File: config.mk
export PLATFORM = sky130hd
export DESIGN_NAME = bist_sequencer_flat
export DESIGN_NICKNAME = d
export VERILOG_FILES = /design/src/rtl/bist_sequencer_if.sv /design/src/rtl/bist_sequencer.sv /design/src/flat_wrapper.sv
export SDC_FILE = /design/constraint.sdc
export NUM_CORES = 1
export LEC_CHECK = 0
export BUFFER_PORTS_ARGS = -buffer_cell sky130_fd_sc_hd__buf_2
export CAP_MARGIN = 20
export CORE_MARGIN = 8
export CORE_UTILIZATION = 34
export DETAILED_ROUTE_END_ITERATION = 8
export PLACE_DENSITY = 0.53
export SLEW_MARGIN = 20
export SYNTH_ARGS = -nofsm -noshare
export SYNTH_HDL_FRONTEND = slang
export SYNTH_SLANG_ARGS = --single-unit
File: constraint.sdc
create_clock -name clk -period 1.9 [get_ports clk]
set_input_delay 0.19 -clock clk [delete_from_list [all_inputs] [get_ports clk]]
set_output_delay 0.19 -clock clk [all_outputs]
set_load 0.01 [all_outputs]
File: src/rtl/bist_sequencer_if.sv
// -----------------------------------------------------------------------------
// bist_sequencer_if
//   Signal bundle between the BIST sequencer, the host that requests a run and
//   the BIST engine that executes the individual tests.
//
//   start      host -> sequencer   one-cycle request to run the full test list
//   op_done    engine -> sequencer completion pulse for the current select code
//   op_fail    engine -> sequencer mismatch flag, meaningful only with op_done
//   select     sequencer -> engine test code, 0 = idle / no test
//   busy       sequencer -> host   run in progress
//   done       sequencer -> host   last test completed (level, held)
//   pass       sequencer -> host   done with no failing test
//   fail_mask  sequencer -> host   bit k set = test code k failed or timed out
//   timeout    sequencer -> host   sticky, some test hit the watchdog
//
//   Modport master is the sequencer side; modport slave is the environment
//   (host plus engine) side.
// -----------------------------------------------------------------------------
interface bist_sequencer_if;
  logic       start;
  logic       op_done;
  logic       op_fail;
  logic [3:0] select;
  logic       busy;
  logic       done;
  logic       pass;
  logic [7:0] fail_mask;
  logic       timeout;

  modport master (
    input  start, op_done, op_fail,
    output select, busy, done, pass, fail_mask, timeout
  );

  modport slave (
    output start, op_done, op_fail,
    input  select, busy, done, pass, fail_mask, timeout
  );
endinterface

File: src/rtl/bist_sequencer.sv
// -----------------------------------------------------------------------------
// bist_sequencer
//   Walks a BIST engine through test codes FIRST_SEL..LAST_SEL. Each test is
//   issued on select, the engine answers with op_done/op_fail, the result is
//   accumulated in fail_mask, and GAP_CYCLES idle cycles (select = 0) separate
//   consecutive tests. Once the last test completes, done (and pass when no
//   test failed) is held until the next accepted start.
//
//   Ports:
//     clk   rising-edge clock for all logic
//     rst   synchronous, active-high reset
//     bus   bist_sequencer_if.master (start, op_done, op_fail in;
//           select, busy, done, pass, fail_mask, timeout out)
//
//   Every output is driven straight from a flop; no input reaches an output
//   combinationally.
//
//   Optional build macro BIST_SEQ_TIMEOUT_EN:
//     defined   - a 16-bit watchdog forces a failing completion of any test
//                 that runs TIMEOUT_CYCLES cycles without op_done and sets the
//                 sticky timeout flag. A real op_done in the expiry cycle wins.
//     undefined - no watchdog is built, timeout is tied 0 and a test waits
//                 for op_done indefinitely.
// -----------------------------------------------------------------------------
module bist_sequencer #(
  parameter int unsigned FIRST_SEL      = 1,    // first test code issued
  parameter int unsigned LAST_SEL       = 6,    // last test code, <= 7
  parameter int unsigned GAP_CYCLES     = 50,   // idle cycles between tests, 1..255
  parameter int unsigned TIMEOUT_CYCLES = 4096  // watchdog limit, 2..65535
) (
  input  logic             clk,
  input  logic             rst,
  bist_sequencer_if.master bus
);

  typedef enum logic [1:0] {
    S_IDLE = 2'd0,
    S_RUN  = 2'd1,
    S_GAP  = 2'd2,
    S_DONE = 2'd3
  } state_t;

  localparam logic [2:0] FIRST_CODE = 3'(FIRST_SEL);
  localparam logic [2:0] LAST_CODE  = 3'(LAST_SEL);
  localparam logic [7:0] GAP_LAST   = 8'(GAP_CYCLES - 1);

  state_t     state_q, state_d;
  logic [2:0] cur_q, cur_d;          // code of the test in flight / just finished
  logic [3:0] sel_q, sel_d;
  logic       busy_q, busy_d;
  logic       done_q, done_d;
  logic       pass_q, pass_d;
  logic [7:0] mask_q, mask_d;
  logic [7:0] gap_q, gap_d;

  logic       complete;              // current test finishes on this edge
  logic       fail_bit;              // result recorded for it

`ifdef BIST_SEQ_TIMEOUT_EN
  localparam logic [15:0] WDOG_LAST = 16'(TIMEOUT_CYCLES - 1);
  logic [15:0] wdog_q, wdog_d;
  logic        tout_q, tout_d;
`endif

  // NOTE: every variable written here gets its default first, so no path can
  // leave a value unassigned and infer a latch.
  always_comb begin
    state_d  = state_q;
    cur_d    = cur_q;
    sel_d    = sel_q;
    busy_d   = busy_q;
    done_d   = done_q;
    mask_d   = mask_q;
    gap_d    = gap_q;
    complete = 1'b0;
    fail_bit = 1'b0;
`ifdef BIST_SEQ_TIMEOUT_EN
    wdog_d   = wdog_q;
    tout_d   = tout_q;
`endif

    unique case (state_q)
      S_IDLE, S_DONE: begin
        if (bus.start) begin
          state_d = S_RUN;
          cur_d   = FIRST_CODE;
          sel_d   = {1'b0, FIRST_CODE};
          busy_d  = 1'b1;
          done_d  = 1'b0;
          mask_d  = '0;
`ifdef BIST_SEQ_TIMEOUT_EN
          wdog_d  = '0;
          tout_d  = 1'b0;
`endif
        end
      end

      S_RUN: begin
`ifdef BIST_SEQ_TIMEOUT_EN
        // A genuine answer in the expiry cycle takes precedence over the
        // watchdog, so its real op_fail is what gets recorded.
        if (bus.op_done) begin
          complete = 1'b1;
          fail_bit = bus.op_fail;
        end else if (wdog_q == WDOG_LAST) begin
          complete = 1'b1;
          fail_bit = 1'b1;
          tout_d   = 1'b1;
        end else if (wdog_q != 16'hFFFF) begin
          wdog_d = wdog_q + 16'd1;
        end
`else
        complete = bus.op_done;
        fail_bit = bus.op_fail;
`endif
        if (complete) begin
          mask_d[cur_q] = mask_q[cur_q] | fail_bit;
          sel_d         = '0;
          if (cur_q == LAST_CODE) begin
            state_d = S_DONE;
            busy_d  = 1'b0;
            done_d  = 1'b1;
          end else begin
            state_d = S_GAP;
            gap_d   = '0;
          end
        end
      end

      S_GAP: begin
        // gap_q counts completed idle cycles; the GAP_CYCLES-th one launches
        // the next test so select sits at 0 for exactly GAP_CYCLES cycles.
        if (gap_q == GAP_LAST) begin
          state_d = S_RUN;
          cur_d   = cur_q + 3'd1;
          sel_d   = {1'b0, cur_q + 3'd1};
`ifdef BIST_SEQ_TIMEOUT_EN
          wdog_d  = '0;
`endif
        end else if (gap_q != 8'hFF) begin
          gap_d = gap_q + 8'd1;
        end
      end

      default: state_d = S_IDLE;
    endcase

    // pass is registered from the next-state values so it changes on the same
    // edge as done and fail_mask.
    pass_d = done_d && (mask_d == 8'h00);
  end

  // NOTE: state is updated only with non-blocking assignments so every flop
  // samples the pre-edge values regardless of statement order.
  always_ff @(posedge clk) begin
    if (rst) begin
      state_q <= S_IDLE;
      cur_q   <= '0;
      sel_q   <= '0;
      busy_q  <= 1'b0;
      done_q  <= 1'b0;
      pass_q  <= 1'b0;
      mask_q  <= '0;
      gap_q   <= '0;
    end else begin
      state_q <= state_d;
      cur_q   <= cur_d;
      sel_q   <= sel_d;
      busy_q  <= busy_d;
      done_q  <= done_d;
      pass_q  <= pass_d;
      mask_q  <= mask_d;
      gap_q   <= gap_d;
    end
  end

`ifdef BIST_SEQ_TIMEOUT_EN
  always_ff @(posedge clk) begin
    if (rst) begin
      wdog_q <= '0;
      tout_q <= 1'b0;
    end else begin
      wdog_q <= wdog_d;
      tout_q <= tout_d;
    end
  end

  assign bus.timeout = tout_q;
`else
  assign bus.timeout = 1'b0;
`endif

  assign bus.select    = sel_q;
  assign bus.busy      = busy_q;
  assign bus.done      = done_q;
  assign bus.pass      = pass_q;
  assign bus.fail_mask = mask_q;

endmodule

File: src/flat_wrapper.sv
// flat-port wrapper written by rule: the top's interface ports become plain ports
module bist_sequencer_flat 
#(
  parameter int unsigned FIRST_SEL      = 1,                             
  parameter int unsigned LAST_SEL       = 6,                           
  parameter int unsigned GAP_CYCLES     = 50,                                       
  parameter int unsigned TIMEOUT_CYCLES = 4096                             
)
  (clk, rst, bus_start, bus_op_done, bus_op_fail, bus_select, bus_busy, bus_done, bus_pass, bus_fail_mask, bus_timeout);
  bist_sequencer_if bus_i ();
  input  logic clk;
  input  logic rst;
  input wire logic [$bits(bus_i.start)-1:0] bus_start;
  input wire logic [$bits(bus_i.op_done)-1:0] bus_op_done;
  input wire logic [$bits(bus_i.op_fail)-1:0] bus_op_fail;
  output wire logic [$bits(bus_i.select)-1:0] bus_select;
  output wire logic [$bits(bus_i.busy)-1:0] bus_busy;
  output wire logic [$bits(bus_i.done)-1:0] bus_done;
  output wire logic [$bits(bus_i.pass)-1:0] bus_pass;
  output wire logic [$bits(bus_i.fail_mask)-1:0] bus_fail_mask;
  output wire logic [$bits(bus_i.timeout)-1:0] bus_timeout;
  assign bus_i.start = bus_start;
  assign bus_i.op_done = bus_op_done;
  assign bus_i.op_fail = bus_op_fail;
  assign bus_select = bus_i.select;
  assign bus_busy = bus_i.busy;
  assign bus_done = bus_i.done;
  assign bus_pass = bus_i.pass;
  assign bus_fail_mask = bus_i.fail_mask;
  assign bus_timeout = bus_i.timeout;
  bist_sequencer #(.FIRST_SEL(FIRST_SEL), .LAST_SEL(LAST_SEL), .GAP_CYCLES(GAP_CYCLES), .TIMEOUT_CYCLES(TIMEOUT_CYCLES)) u_core (.clk(clk), .rst(rst), .bus(bus_i));
endmodule
---- After elaboration in Yosys (flattened, before gate mapping) ----
Cells that the tools add are included.
word-level totals
  input port bits ......................... 5
  register bits after elaboration ......... 28
operators by class
  mux-type cells .......................... 33
  $add $sub $neg .......................... 2
  order comparisons ....................... 2
  bitwise logic cells ..................... 1
  equality and inequality tests ........... 13
  reductions and logical operators ........ 12
operator list
  kind                 number
  $mux 8               6
  $pmux 8 s2           2
  $mux 4               3
  $pmux 4 s3           1
  $mux 1               9
  $add 8x1->8 const B  1
  $bwmux 8             1
  $eq 8x6->1 const B   1
  $logic_not 8->1      1
  $ne 2x2->1 const B   4
  $ne 8x8->1 const B   1
  $mux 2               3
  $mux 3               2
  $ne 2x1->1 const B   3
  $pmux 2 s3           1
  $pmux 3 s2           1
  $reduce_and 3->1     2
  $reduce_bool 2->1    3
  $reduce_and 5->1     1
  $eq 2x2->1 const B   2
  $lt 3x4->1 const B   1
  $pmux 1 s2           2
  $reduce_and 4->1     1
  $add 3x1->3 const B  1
  other kinds (9)      10

---- Logic depth before layout (Yosys ltp) ----
  depth after elaboration ................. 9
  gate-level depth with buffers ........... 9
  depth with buffers taken out ............ 7

---- Worst setup path before layout ----
OpenSTA, ideal clock, no wires.
  path kind ............................... reg2reg
  start ................................... register u_core.cur_q[0]
  end ..................................... register u_core.gap_q[0]
  setup time .............................. 0.071 ns
  stages on the path, launching flop included .. 8
  slack ................................... -0.022 ns
  data required time ...................... 1.829 ns
  arrival ................................. 1.851 ns
  path buffers ............................ 1
  cells stage by stage .................... dfxtp_1 buf_2 inv_1 ha_1 a21boi_1 nor2b_1 or4b_2 a21oi_1
between the ends
  cells in the longest elaborated chain, start to end .. 3
ends and longest elaborated chain
  item                        RTL line               text
  start: declaration          bist_sequencer.sv:48   logic [2:0] cur_q, cur_d;
  start signal: assignment    bist_sequencer.sv:167  cur_q <= cur_d;
  $eq 3x3->1                  bist_sequencer.sv:119  if (cur_q == LAST_CODE) begin
  $ne 2x2->1 (no line)        -
  $reduce_and 5->1 (no line)  -
  end signal: assignment      bist_sequencer.sv:173  gap_q <= gap_d;
  end: declaration            bist_sequencer.sv:54   logic [7:0] gap_q, gap_d;
Every way passes these cells.
A chain may end at the register's enable or synchronous reset.

---- Worst setup path after layout ----
  start ................................... register u_core.state_q[1]
  end ..................................... register u_core.pass_q (netlist: u_core.bus.pass)
between the ends
  cells in the longest elaborated chain, start to end .. 5
  elaborated cells on any way between the ends .. 8
ends and longest elaborated chain
  item                                           RTL line               text
  start: declaration                             bist_sequencer.sv:47   state_t state_q, state_d;
  start signal: assignment                       bist_sequencer.sv:166  state_q <= state_d;
  $eq 2x2->1 or $logic_not 2->1 (tied branches)  bist_sequencer.sv:82   unique case (state_q)
  $reduce_or 2->1                                bist_sequencer.sv:82
  $pmux 8 s2                                     bist_sequencer.sv:82
  $logic_not 8->1                                bist_sequencer.sv:150  pass_d = done_d && (mask_d == 8'h00);
  $logic_and 1x1->1 *                            bist_sequencer.sv:150
  end signal: assignment                         bist_sequencer.sv:171  pass_q <= pass_d;
  end: declaration                               bist_sequencer.sv:52   logic pass_q, pass_d;
Mark *: on every way between the ends. The rest lies on a longest branch, timed or not.

==> metrics.yaml <==
status: "finished clean"
instances_no_fill: 317
combPwrFrac_pct: 53.2
grt_pass1_wl_mm: 7.55
drive_gt1_share_pct: 34.8
port_buffers: 18
synth_ff_type: "dfxtp_1"
synth_top_area_cell: "dfxtp_1"
relSlewSlack_pct: 51.9
hold_violations: 0
peakVddDrop_mv: 0.620
critPathCaptureType: "flop"
clkTransAtPathRegs_ns: 0.10
pwr-share-seq_pct: 31.6
critPathLaunchType: "flop"
dp_cells: 310
dr.pass1.iters: 4
syn_avg_cell_area_um2: 7.86
die_w_um: 86.0
overflow: 0
drt_iter0_drc: 98
htree_levels: 1
yosysMostFrequentCell: "nand2_1"
clock_path_buffers: 2
post_drt_wl_per_cell_um: 13.8
min_path_type: "in -> reg"
grt.total_usage_pct: 12.4
yosysTopAreaCellShare_pct: 32.4
routed_wl_mm: 4.38
core_area_mm2: 0.00472
skew_ns: 0.00845
antenna_found_initial: 0
ys_top_cells_by_count: "nand2_1, dfxtp_1, a21oi_1, nor2_1, inv_1"
synth_area_leaders: "dfxtp_1, nand2_1, a21oi_1"
drv_cap: 0
p_switching_mw: 0.886
synth_seq_area_share_pct: 32.4
max_freq_mhz: 551
worst_pin_slew_ns: 0.718
preCtsSetupSlack_ns: -0.169
dpl.hpwl_mm: 3.21
required_ns: 2.13
crit_type: "reg -> reg"
via_per_inst: 5.10
cp_max_fo: 5
power.internal_mw: 1.32
gp_congestion: 0.852
ctsHoldBuffers: 0
cts_root_buf: "clkbuf_8"
die-area_mm2: 0.00740
syn_inst: 212
fin_crit_ns: 1.82
ant_nets: 0
rows: 25
finalInstanceArea_mm2: 0.00216
slew_viol_final: 0
period_share_pct: 95.5
fin_nets: 262
synth_edf_count: 0
start_util_pct: 35.3
tns_ns: 0
leakage_nw: 0.885
io_pins: 21
power_density_mw_per_mm2: 1020
clock_power_share_pct: 15.2
finalPower_mw: 2.20
rrSetupSlack_ns: 0.08
first_global_vias: 1596
async_flop_share_pct: 0
crit_arrival_ns: 2.04
cts_sinks: 27
timing.final.ws_setup_ns: 0.0847
syn_to_final_growth_pct: 29.7
setup_viol: 0
insertion_delay_ns: 0.28
ys_types: 50
drc: 0
place_area_mm2: 0.00196
grt_max_degree: 23
rsz0062_at_grt: "yes"
cts_tree: "built"
netlist_area_mm2: 0.00167
synth_warnings: 0
die_height_um: 86.0
antennaDiodeCount: 0
cts_buffers: 3
p_sw_share_pct: 40.2
synth_seq_cells: 27
vias: 1617
## power by group through the flow
stage | Sequential [mW] | Combinational [mW] | Clock, mW
floorplan | 0.685 | 0.620 | 0
global placement | 0.692 | 0.986 | 0
detailed placement | 0.692 | 0.982 | 0
CTS | 0.690 | 1.07 | 0.359
global route | 0.708 | 1.31 | 0.381
finish | 0.696 | 1.17 | 0.335
## cell type report
| type | count | area, um^2 |
|---|---|---|
| Clock buffer | 4 | 45.0 |
| Sequential cell | 27 | 554 |
| Multi-Input combinational cell | 163 | 1140 |
| Tap cell | 67 | 83.8 |
| Timing Repair Buffer | 46 | 304 |
| Inverter | 10 | 37.5 |
| Fill cell | 480 | 2560 |
## flip-flops by register name, summed over array words and instances (netlist names)
| register | count |
|---|---|
| u_core.bus.busy | 1 |
| u_core.bus.done | 1 |
| u_core.bus.pass | 1 |
| u_core.bus.select | 3 |
| u_core.bus.fail_mask | 8 |
| u_core.cur_q | 3 |
| u_core.gap_q | 8 |
| u_core.state_q | 2 |
## final timing paths
kind,start,end,cells after the start
setup reg to reg,u_core.state_q[1],u_core.bus.pass,9
setup / recovery,u_core.state_q[1],u_core.bus.pass,9
hold reg to reg,u_core.bus.select[0],u_core.bus.select[0],2
hold / removal,bus_op_fail,u_core.bus.fail_mask[0],3
## worst max-delay path, stage by stage (launching register included)
cell,delay (ns)
dfxtp_4,0.37
inv_1,0.04
ha_1,0.18
nor2b_2,0.16
buf_4,0.14
buf_4,0.15
nand2_2,0.08
a31oi_4,0.10
a2111oi_4,0.33
and4_1,0.21
## repair_timing
item	4_1_cts	5_1_grt
resized for setup	9	25
setup endpoints to repair	4	13
buffers inserted	3	0
pin swaps	4	5
## cell families after synthesis
logic type	Yosys count	share of synthesized area [%]
fa+ha+maj	6	4.50
buf+inv	23	6.46
compound gates	54	21.0
other cells	1	0.225
xor+xnor	1	0.526
simple gates	90	27.7
mux	10	7.13
flops	27	32.4
## layout by cell type, fill, tap and decap left out, drive strengths merged, types with 2 or more instances in the layout
cell type	Yosys	final
buf	8	46
nand2	30	30
dfxtp	27	27
nor2	19	19
a21oi	19	19
inv	10	10
o21ai	8	8
nand3	6	6
or3	6	6
ha	6	6
mux2	5	5
nand4	5	5
o31ai	5	5
nand4b	4	4
mux2i	4	4
or2	4	4
clkbuf	5	4
nor2b	4	4
a21boi	4	4
a21o	3	3
nand2b	3	3
and3	3	3
a311oi	2	2
nor3	2	2
a211o	2	2
conb	1	2
a31oi	2	2
## metal layers
layer / up-vias / share of wire (%) / global-route usage, %
li1: 834 / - / -
met1: 762 / 48 / 15.8
met2: 17 / 48 / 20.6
met3: 4 / 3.7 / 2.67
met4: 0 / 0.64 / 2.55
met5: - / 0 / 0
## per-stage QoR
step,hold slack (ns),util [%]
5_1_grt,0.332,45.7
2_1_floorplan,0.422,-
4_1_cts,0.296,43.6
3_5_place_dp,0.444,41.5
6_report,0.302,45.7
3_3_place_gp,0.442,41.5
(Power assumes the default switching activity.)
